### src/rtl/jtframe_rom_loader.sv
// ROM download stage: ioctl byte stream to SDRAM programming writes.
// Strips the file header, splits banks, diverts PROM bytes, 4-deep FIFO.
module jtframe_rom_loader #(
    parameter logic [24:0] HEADER     = 25'd0,
    parameter logic [24:0] BA1_START  = 25'h100000,
    parameter logic [24:0] BA2_START  = 25'h200000,
    parameter logic [24:0] BA3_START  = 25'h300000,
    parameter logic [24:0] PROM_START = 25'h1F00000,
    parameter logic        SWAB       = 1'b0
) (
    input  logic        clk,
    input  logic        rst,
    input  logic        downloading,
    input  logic [24:0] ioctl_addr,
    input  logic [7:0]  ioctl_data,
    input  logic        ioctl_wr,
    output logic [21:0] prog_addr,
    output logic [7:0]  prog_data,
    output logic [1:0]  prog_mask,
    output logic [1:0]  prog_bank,
    output logic        prog_we,
    input  logic        prog_rdy,
    output logic        prom_we,
    output logic        dwnld_busy,
    output logic        overflow
);

    typedef struct packed {
        logic [21:0] addr;
        logic [7:0]  data;
        logic [1:0]  mask;
        logic [1:0]  bank;
    } entry_t;

    entry_t      mem [4];
    entry_t      head;
    entry_t      entry;
    logic [1:0]  rd_ptr;
    logic [1:0]  wr_ptr;
    logic [2:0]  count;
    logic [21:0] prom_addr;
    logic [7:0]  prom_data;
    logic        dl_q;

    logic [24:0] off;
    logic [24:0] rel;
    logic [1:0]  bank;
    logic        is_prom;
    logic        accept;
    logic        push;
    logic        prom_hit;
    logic        pop;
    logic        full;
    logic        drop;
    logic        wr_en;
    logic        unused;

    // Highest threshold wins, so PROM_START >= BA3_START keeps regions disjoint
    always_comb begin
        off     = ioctl_addr - HEADER;
        rel     = off;
        bank    = 2'd0;
        is_prom = 1'b0;
        if (off >= PROM_START) begin
            is_prom = 1'b1;
            rel     = off - PROM_START;
        end else if (off >= BA3_START) begin
            bank = 2'd3;
            rel  = off - BA3_START;
        end else if (off >= BA2_START) begin
            bank = 2'd2;
            rel  = off - BA2_START;
        end else if (off >= BA1_START) begin
            bank = 2'd1;
            rel  = off - BA1_START;
        end
    end

    assign unused = ^rel[24:23];

    always_comb begin
        entry.addr = rel[22:1];
        entry.data = ioctl_data;
        entry.mask = (rel[0] ^ SWAB) ? 2'b01 : 2'b10;
        entry.bank = bank;
    end

    assign accept   = ioctl_wr && downloading && (ioctl_addr >= HEADER);
    assign push     = accept && !is_prom;
    assign prom_hit = accept && is_prom;
    assign full     = (count == 3'd4);
    assign pop      = prog_rdy && prog_we;
    // A full FIFO still takes a byte when the head leaves in the same cycle
    assign drop     = push && full && !pop;
    assign wr_en    = push && !drop;

    always_ff @(posedge clk) begin
        if (wr_en) mem[wr_ptr] <= entry;
    end

    always_ff @(posedge clk) begin
        if (rst) begin
            rd_ptr    <= 2'd0;
            wr_ptr    <= 2'd0;
            count     <= 3'd0;
            prom_we   <= 1'b0;
            prom_addr <= 22'd0;
            prom_data <= 8'd0;
            dl_q      <= 1'b0;
            overflow  <= 1'b0;
        end else begin
            if (wr_en) wr_ptr <= wr_ptr + 2'd1;
            if (pop)   rd_ptr <= rd_ptr + 2'd1;
            unique case ({wr_en, pop})
                2'b10:   count <= count + 3'd1;
                2'b01:   count <= count - 3'd1;
                default: count <= count;
            endcase
            prom_we <= prom_hit;
            if (prom_hit) begin
                prom_addr <= rel[21:0];
                prom_data <= ioctl_data;
            end
            dl_q     <= downloading;
            overflow <= (overflow && !(downloading && !dl_q)) || drop;
        end
    end

    assign head = mem[rd_ptr];

    // The PROM strobe borrows addr/data for one cycle; the head stays queued
    always_comb begin
        prog_we   = (count != 3'd0) && !prom_we;
        prog_addr = 22'd0;
        prog_data = 8'd0;
        prog_mask = 2'b11;
        prog_bank = 2'd0;
        if (count != 3'd0) begin
            prog_addr = head.addr;
            prog_data = head.data;
            prog_mask = head.mask;
            prog_bank = head.bank;
        end
        if (prom_we) begin
            prog_addr = prom_addr;
            prog_data = prom_data;
        end
    end

    assign dwnld_busy = downloading | (count != 3'd0) | prom_we;

endmodule

### config.mk
export PLATFORM = sky130hd
export DESIGN_NAME = jtframe_rom_loader
export DESIGN_NICKNAME = d
export VERILOG_FILES = /design/src/rtl/jtframe_rom_loader.sv
export SDC_FILE = /design/constraint.sdc
export NUM_CORES = 1
export LEC_CHECK = 0
export ABC_AREA = 1
export BUFFER_PORTS_ARGS = -buffer_cell sky130_fd_sc_hd__buf_2
export CAP_MARGIN = 15
export CORE_MARGIN = 4
export CORE_UTILIZATION = 55
export DETAILED_ROUTE_END_ITERATION = 10
export GPL_TIMING_DRIVEN = 0
export PLACE_DENSITY = 0.75
export SYNTH_ARGS = -nofsm -noshare
export SYNTH_HDL_FRONTEND = slang
export SYNTH_SLANG_ARGS = --single-unit
export TNS_END_PERCENT = 30
### constraint.sdc
create_clock -name clk -period 3.65 [get_ports clk]
set_input_delay 0.1825 -clock clk [delete_from_list [all_inputs] [get_ports clk]]
set_output_delay 0.1825 -clock clk [all_outputs]
set_load 0.05 [all_outputs]
==> summary.txt, run 1 <==
Setup path
  – Worst EP required: 3.47 ns
  – Largest fanout on the critical path: 10
  – Setup crit start kind: register
  – Critical Path AT: 2.72 ns
  – Setup crit end kind: output port
  – Critical path class: register to output port

Status
  – Outcome: completed

Yosys
  – Area share of fa/ha/maj cells after synthesis: 0.02120
  – Post-Syn Area: 0.007437 mm2
  – Number of synthesized flops with an enable pin: 136
  – XOR/XNOR Fraction of Synth Area: 0.001178
  – Syn nets: 734
  – Post-Synth Simple-Gate Area: 0.1334
  – Yosys warnings: 0
  – Sequential share of the synthesized area: 0.6622
  – Yosys reg bits: 178
  – Primary FF master, synth: edfxtp_1
  – Largest family of logic cells by synthesized area: compound AO/OA/AOI/OAI gates
  – Post-synth ARST share: 0
  – Multiplexer share of the synthesized area: 0
  – Complex-gate fraction of the synthesized area: 0.1408
  – Post-Syn Area per Cell: 10.87 um2
  – Yosys cell types: 26
  – Synth Instances: 684

GRT
  – Largest net degree at the start of global routing: 24
  – Most used routing layer in global routing: met2
  – Gr ovfl total: 0
  – Vias in the first global route: 5,697
  – Total track usage: 0.2589
  – M2 GR Usage: 0.4233
  – GR Util met3: 0.05060
  – Initial antenna violation count: 0
  – First-pass GRT wire length: 30,960 um
  – Grt met1 use: 0.3350

Drt
  – DRC viols: 0
  – Antenna Violating Nets Remaining: 0
  – Vias/cell: 5.912
  – First-pass DRT Iterations: 5
  – Post-Route WL: 19,890 um
  – Vias: 5,800
  – Drt wl/cell: 20.27 um
  – DR iter-0 viols: 688

Cells and area
  – Share of layout cells above drive strength 1: 0.1689
  – Most common cell after layout, fill and taps aside: nor2_1
  – Commonest cells after routing, fill and taps aside: 159 x nor2_1, 136 x edfxtp_1, 101 x o21ai_0
  – N_diodes: 0
  – Utilization after layout: 0.6678
  – Final instance area: 0.008843 mm2
  – Final nets: 842
  – Synth-to-layout area growth: 18.91%

Die
  – Die X: 124.3 um
  – Die height: 124.3 um
  – I/O pin count: 76
  – Initial Utilization: 0.5616
  – Core area: 0.01324 mm2
  – Full die area: 0.01545 mm2
  – Row cnt: 42

Timing
  – Final Max Tran Viols: 0
  – Least-Margin Pin Slew: 0.7020 ns
  – Min Tclk post-route: 2.901 ns
  – Slew Limit Headroom: 0.5320
  – RSZ-0062 raised after global routing: no
  – # setup viols final: 0
  – Worst Skew: 0.006532 ns
  – Fin crit share: 0.7949
  – Setup TNS: 0 ns
  – Final hold vios: 0
  – F_max: 344.7 MHz
  – Final hold slack: 0.006795 ns

Power and ir drop
  – Cell Pwr Density: 645.5 mW/mm2
  – Lkg Pwr: 3.446 nW
  – Maximum VDD drop: 0.3916 mV
  – Total power: 5.709 mW

Clock tree
  – Cts bufs inserted: 17
  – H-tree depth: 4
  – TritonCTS clock tree: yes
  – Root Buffer: clkbuf_16
  – Clk sinks: 178
  – Clock Latency Late Sink: 0.43 ns
  – Clk slew on worst S/H paths: 0.06 ns
  – Clock Path Buffers: 2

Placed design
  – DPL Wire Length: 12,780 um
  – Dpl cell area: 0.008143 mm2
  – Gpl congestion: 0.8821
  – # port buffers: 75

Run
  – Max_cap viols: 0

Min path
  – HP Class: primary input to register
[power breakdown]
group	switching (mW)	internal (mW)	total (mW)
registers	0.0255	2.25	2.28
logic	1.20	0.377	1.58
clock network	0.752	1.10	1.85
[kinds of logic after synthesis]
kind of cell	count (synthesis)
compound gates	178
xor+xnor	1
fa+ha+maj	12
buf+inv	76
flops	178
simple gates	239
[flip-flops by register name (all words and copies together) (netlist names), named ones only]
name	flops
mem	136
prom_addr	22
prom_data	8
count	3
rd_ptr	2
wr_ptr	2
dl_q	1
overflow	1
prom_we	1
[metal layers]
metal,wire [um],share of wire
met3,1730,0.087
met4,609,0.031
met1,7746,0.39
met2,9801,0.49
met5,0,0
[synth_stat cells, types with 5 or more instances]
cell      count  area share
a21oi_1      15       0.010
o21ai_0     101       0.068
nor2_2       12       0.010
nor2_1      163       0.082
inv_1        38       0.019
ha_1         11       0.019
dfxtp_1      42        0.11
edfxtp_1    136        0.55
nand2_1      38       0.019
o22ai_1      30       0.025
buf_2         5      0.0034
a22o_1       29       0.034
nand3_1      18       0.012
clkbuf_1     29       0.015
[worst paths after layout]
check	start	slack [ns]	end	cells past startpoint
max reg2reg	count[0]	1.06	mem[3][8]	11
min reg2reg	overflow	0.48	overflow	2
min	rst	0.007	overflow	2
max	register	0.75	prog_addr[5]	7
[cell type report]
| type | instances | area, um2 |
|---|---|---|
| sequential | 178 | 4925 |
| fill | 1038 | 4399 |
| multi-input combinational | 430 | 2236 |
| timing repair buffer | 89 | 555.5 |
| clock buffer | 20 | 446.7 |
| tap | 176 | 220.2 |
| buffer | 36 | 156.4 |
| clock inverter | 12 | 153.9 |
| inverter | 40 | 150.1 |
[what timing repair did]
item | 4_1_cts | 5_1_grt
gates resized for setup | 0 | 0
setup buffers | 0 | 0
setup endpoints to repair | 0 | 0
hold buffers | 10 | 0
hold endpoints to repair | 37 | 0
[through the flow]
step	setup slack, ns	cells
floorplan	0.4958	684
global placement	-0.8543	935
detailed placement	1.041	939
CTS	0.7753	981
global route	0.5829	981
finish	0.7486	981
[worst max-delay path, cell delays in order, from the launching register on]
cell,delay [ns]
dfxtp_1,0.31
clkbuf_1,0.22
clkbuf_1,0.45
clkbuf_1,0.55
nor2_1,0.14
o22ai_1,0.18
a22o_1,0.18
buf_2,0.27
No activity file was read; power rests on OpenSTA's default activity.
==> run 2, diff against run 1 <==
==> constraint.sdc (replaced) <==
create_clock -name clk -period 2.7 [get_ports clk]
set_input_delay 0.135 -clock clk [delete_from_list [all_inputs] [get_ports clk]]
set_output_delay 0.135 -clock clk [all_outputs]
set_load 0.05 [all_outputs]
==> summary.txt, run 2 (synthesis gave the netlist of run 1 again) <==
Setup path
  – Reg2reg setup slack: 0.17 ns
  – Worst EP required: 2.57 ns
  – Largest fanout on the critical path: 10
  – Critical path class: register to output port
  – Critical path launch point: count[0]
  – Setup crit end kind: output port
  – Setup crit start kind: register
  – Critical Path AT: 2.46 ns
  – FF-to-FF Start: count[0]

Placed design
  – Gpl congestion: 0.8821
  – DPL Wire Length: 12,780 um
  – # port buffers: 75

Cells and area
  – Utilization after layout: 0.6814
  – Share of layout cells above drive strength 1: 0.1725
  – Most common cell after layout, fill and taps aside: nor2_1
  – Biggest regs: mem x136, prom_addr x22, prom_data x8
  – N_diodes: 0
  – Synth-to-layout area growth: 21.33%
  – Max FFs per register: 136
  – Commonest cells after routing, fill and taps aside: 159 x nor2_1, 136 x edfxtp_1, 101 x o21ai_0
  – Final nets: 860
  – Biggest register: mem

GRT
  – Vias in the first global route: 5,747
  – Initial antenna violation count: 0
  – First-pass GRT wire length: 31,290 um
  – Largest net degree at the start of global routing: 24
  – Total track usage: 0.2617
  – Gr ovfl total: 0

Clock tree
  – Root Buffer: clkbuf_16
  – Clock Latency Late Sink: 0.43 ns
  – H-tree depth: 4
  – TritonCTS clock tree: yes
  – Clk sinks: 178
  – Clk slew on worst S/H paths: 0.06 ns
  – Clock Path Buffers: 2
  – Cts bufs inserted: 17

Die
  – Core area: 0.01324 mm2
  – Row cnt: 42
  – Full die area: 0.01545 mm2
  – Die height: 124.3 um
  – Initial Utilization: 0.5616
  – Die X: 124.3 um
  – I/O pin count: 76

Power and ir drop
  – Lkg Pwr: 3.538 nW
  – Cell Pwr Density: 859.1 mW/mm2
  – Total power: 7.753 mW
  – Maximum VDD drop: 0.5438 mV

Drt
  – First-pass DRT Iterations: 5
  – Post-Route WL: 20,090 um
  – DR iter-0 viols: 711
  – Vias/cell: 5.870
  – Drt wl/cell: 20.11 um
  – DRC viols: 0
  – Vias: 5,864
  – Antenna Violating Nets Remaining: 0

Timing
  – Final hold vios: 0
  – Fin crit share: 0.9597
  – Slew Limit Headroom: 0.5676
  – Least-Margin Pin Slew: 0.6486 ns
  – Final hold slack: 0.01870 ns
  – F_max: 385.9 MHz
  – Min Tclk post-route: 2.591 ns
  – Worst Skew: 0.006321 ns
  – Final Max Tran Viols: 0
  – RSZ-0062 raised after global routing: yes
  – # setup viols final: 0

Min path
  – HP Class: primary input to register
  – Hold Startpoint: ioctl_addr[12]

Status
  – Outcome: completed

Run
  – Max_cap viols: 0
run 2: cell count changes in the layout (fill, tap and decap cells not counted):
cell / delta
clkbuf_2: +4
clkbuf_1: -4
buf_4: +2
dlygate4sd3_1: +16
run 2: cell type report:
type | instances | area [um2]
Timing Repair Buffer | 107 | 730.7
Fill cell | 1018 | 4219
Tap cell | 176 | 220.2
Inverter | 40 | 150.1
Clock buffer | 20 | 446.7
Multi-Input combinational cell | 430 | 2236
Buffer | 36 | 161.4
Sequential cell | 178 | 4925
Clock inverter | 12 | 153.9
run 2: routing by layer:
layer | track usage | part of all wire
met1 | 0.3383 | 0.39
met2 | 0.4278 | 0.49
met3 | 0.05060 | 0.086
met4 | 0.1238 | 0.031
met5 | 0 | 0
run 2: critical path, stage by stage, from the launching register on:
cell and delay [ns]:
dfxtp_1 0.34, inv_1 0.11, nand3_2 0.12, nand2_1 0.09, inv_1 0.25, clkbuf_1 0.53
a22o_1 0.29, buf_2 0.29
run 2: stage by stage:
step | instance area (um2) | worst slack, ns | setup TNS (ns) | instances
final | 9024 | 0.1089 | 0 | 999
after global routing | 9024 | -0.06116 | -0.6140 | 999
after CTS | 9006 | 0.03740 | 0 | 997
after detailed placement | 8143 | 0.1385 | 0 | 939
after global placement | 8033 | -1.757 | -229.92 | 935
after floorplan | 7437 | -0.4542 | -62.24 | 684
run 2: final timing paths:
path | cells past startpoint | end
setup / recovery | 7 | prog_addr[2]
hold / removal | 1 | mem[1][23]
setup reg to reg | 11 | mem[1][8]
hold reg to reg | 2 | overflow
run 2: what timing repair did:
item,4_1_cts,5_1_grt
buffers inserted,0,2
hold endpoints to repair,100,0
endpoints found under the setup margin,11,66
pin swaps,0,1
resized for setup,2,4
hold buffers,26,0
run 2: power breakdown:
group	switching [mW]	internal [mW]	leakage [nW]
Clock	1.03	1.48	0.290
Sequential	0.0338	3.05	1.57
Combinational	1.63	0.528	1.68
Total	2.69	5.06	3.54
==> run 3, diff against run 2 <==
--- a/config.mk
+++ b/config.mk
@@ -5,14 +5,14 @@
 export SDC_FILE = /design/constraint.sdc
 export NUM_CORES = 1
 export LEC_CHECK = 0
-export ABC_AREA = 1
+export ABC_AREA = 0
 export BUFFER_PORTS_ARGS = -buffer_cell sky130_fd_sc_hd__buf_2
 export CAP_MARGIN = 15
 export CORE_MARGIN = 4
 export CORE_UTILIZATION = 55
 export DETAILED_ROUTE_END_ITERATION = 10
 export GPL_TIMING_DRIVEN = 0
-export PLACE_DENSITY = 0.75
+export PLACE_DENSITY = 0.73
 export SYNTH_ARGS = -nofsm -noshare
 export SYNTH_HDL_FRONTEND = slang
 export SYNTH_SLANG_ARGS = --single-unit
==> summary.txt, run 3 <==
Setup path
  – Crit path cell chain: clkbuf_1 > clkbuf_1 > mux4_2 > a22o_1 > buf_2
  – Worst path slowest cell: clkbuf_1
  – Setup crit start kind: register
  – Buf/Inv on CP: 3
  – Setup crit end kind: output port
  – Critical Path AT: 2.52 ns
  – Worst path top cell family by delay: buffers and inverters
  – Worst path max stage delay: 0.56 ns
  – Crit path top cell by count: clkbuf_1
  – Worst EP required: 2.57 ns
  – Largest fanout on the critical path: 10
  – Critical path class: register to output port
  – FF-to-FF Start: prom_we

Yosys
  – Syn nets: 487
  – Number of synthesized flops with an enable pin: 136
  – Sequential share of the synthesized area: 0.6761
  – Post-synth ARST share: 0
  – Yosys warnings: 0
  – Most common cell in the synthesized netlist: edfxtp_1
  – Post-Syn Area: 0.007284 mm2
  – Yosys cell types: 47
  – Top cells by area, synth: edfxtp_1 56%, dfxtp_1 12%, mux4_2 11%
  – Primary FF master, synth: edfxtp_1
  – Post-Syn Area per Cell: 16.67 um2
  – Commonest cells post-synth: 136 x edfxtp_1, 42 x dfxtp_1, 42 x nor2_1
  – Post-synth top area share: 0.5606
  – Synth Instances: 437
  – Largest area contributor in the netlist: edfxtp_1
  – Yosys reg bits: 178

Timing
  – Fin crit share: 0.9847
  – Min Tclk post-route: 2.659 ns
  – RSZ-0062 raised after global routing: yes
  – Slew Limit Headroom: 0.4883
  – # setup viols final: 0
  – F_max: 376.1 MHz
  – Final Max Tran Viols: 0
  – Least-Margin Pin Slew: 0.7675 ns
  – Worst Skew: 0.01839 ns
  – Final hold vios: 0
  – Setup ws final: 0.04144 ns

Drt
  – First-pass DRT Iterations: 5
  – Post-Route WL: 15,980 um
  – DR iter-0 viols: 351
  – DRT met1 WL: 6831 um
  – Drt wl/cell: 21.45 um
  – Vias/cell: 5.809
  – DRC viols: 0
  – Met3 Wirelength: 773 um
  – Antenna Violating Nets Remaining: 0
  – Vias: 4,328
  – Met2 WL: 8201 um
  – Highest metal used: met4

Cells and area
  – Fill cells: 875
  – Finished Layout Cells: 745
  – Synth-to-layout area growth: 21.37%
  – Final nets: 610
  – Commonest cells after routing, fill and taps aside: 136 x edfxtp_1, 76 x buf_2, 42 x nor2_1, 42 x dfxtp_1, 34 x mux4_2
  – Max FFs per register: 136
  – Most common cell after layout, fill and taps aside: edfxtp_1
  – N_diodes: 0
  – Utilization after layout: 0.6921
  – Sequential cell area: 0.004925 mm2
  – Biggest regs: mem x136, prom_addr x22, prom_data x8
  – Multi-input logic area: 0.002196 mm2
  – Share of layout cells above drive strength 1: 0.3019
  – Biggest register: mem

Run
  – Max_cap viols: 0

GRT
  – Initial antenna violation count: 0
  – Largest net degree at the start of global routing: 27
  – Vias in the first global route: 4,465
  – First-pass GRT wire length: 24,820 um
  – Gr ovfl total: 0
  – Total track usage: 0.2240

Die
  – I/O pin count: 76
  – Full die area: 0.01515 mm2
  – Die X: 123.1 um
  – Core area: 0.01277 mm2
  – Row cnt: 41
  – Die height: 123.1 um
  – Initial Utilization: 0.5703

Power and ir drop
  – Cell Pwr Density: 999.0 mW/mm2
  – Maximum VDD drop: 0.5289 mV
  – Lkg Pwr: 3.109 nW

Clock tree
  – Clock Path Buffers: 2
  – Setup bufs post-CTS: 0
  – Root Buffer: clkbuf_16
  – Clk slew on worst S/H paths: 0.06 ns
  – H-tree depth: 4
  – Clock Latency Late Sink: 0.43 ns
  – TritonCTS clock tree: yes
  – Clk sinks: 178
  – Cts bufs inserted: 17

Placed design
  – Gpl congestion: 0.8073
  – DPL Wire Length: 10,210 um
  – # port buffers: 74
  – DP Worst Slack: 0.06460 ns
  – Placed cells: 687

Min path
  – Hold Startpoint: ioctl_addr[6]
  – HP Class: primary input to register

Status
  – Outcome: completed
==> run 3: changes by cell type in the layout (fill, tap and decap cells not counted), moves of 10 or more <==
| cell | before | now |
|---|---|---|
| nor2_1 | 159 | 42 |
| nand2_1 | 38 | 8 |
| nor2_2 | 12 | 2 |
| inv_1 | 38 | 9 |
| o21ai_0 | 101 | 5 |
| clkbuf_1 | 27 | 15 |
| mux2i_1 | 0 | 30 |
| o22ai_1 | 30 | 0 |
| nand3_1 | 18 | 3 |
| mux4_2 | 0 | 34 |
==> run 3: cells by family (layout without fill, tap and decap cells) <==
group | after synthesis | after routing | synth area share
buffers and inverters | 34 | 170 | 0.02594
multiplexers | 67 | 67 | 0.1515
adder cells (fa/ha/maj) | 12 | 12 | 0.02164
AND/OR/NAND/NOR | 86 | 86 | 0.05771
AO/OA/AOI/OAI | 55 | 55 | 0.06115
XOR/XNOR | 5 | 5 | 0.006011
flip-flops | 178 | 178 | 0.6761
==> run 3: cell type report <==
cell class	instances	area share
Buffer	24	0.01783
Clock buffer	18	0.04967
Clock inverter	14	0.01741
Inverter	9	0.003821
Multi-Input combinational cell	225	0.2484
Sequential cell	178	0.5570
Tap cell	172	0.02434
Timing Repair Buffer	105	0.08152
==> run 3: per-stage QoR <==
| stage | total power, mW | setup TNS (ns) | instance area [um2] | hold WS [ns] |
|---|---|---|---|---|
| 2_1_floorplan | 5.643 | 0 | 7284 | 0.2248 |
| 3_3_place_gp | 6.369 | -91.38 | 7870 | 0.3602 |
| 3_5_place_dp | 6.418 | 0 | 7955 | 0.3691 |
| 4_1_cts | 8.877 | -1.795 | 8823 | 0.002335 |
| 5_1_grt | 9.164 | -0.4819 | 8841 | 0.007692 |
| 6_report | 8.832 | 0 | 8841 | 0.006825 |
==> run 3: metal layers <==
layer / vias to the layer above / GRT usage
li1: 1951 / -
met4: 0 / 0.06436
met5: - / 0
met1: 2227 / 0.3036
met3: 15 / 0.04758
met2: 135 / 0.3710
==> run 3: worst paths after layout <==
| kind | endpoint | slack, ns | cells after the start |
|---|---|---|---|
| setup / recovery | prog_addr[12] | 0.04 | 5 |
| hold / removal | mem[1][17] | 0.007 | 1 |
| setup reg to reg | mem[0][18] | 0.38 | 6 |
| hold reg to reg | prom_addr[18] | 0.50 | 2 |
==> run 3: power breakdown <==
| part | total [mW] | switching, mW | internal [mW] |
|---|---|---|---|
| logic | 3.24 | 2.24 | 0.999 |
| registers | 3.14 | 0.0680 | 3.07 |
| clock network | 2.46 | 1.06 | 1.40 |
==> run 3: timing repair <==
item | in CTS | in global routing
endpoints found under the setup margin | 33 | 63
hold buffers | 27 | 0
gates resized for setup | 1 | 8
endpoints found under the hold margin | 101 | 0
gates cloned | 0 | 0
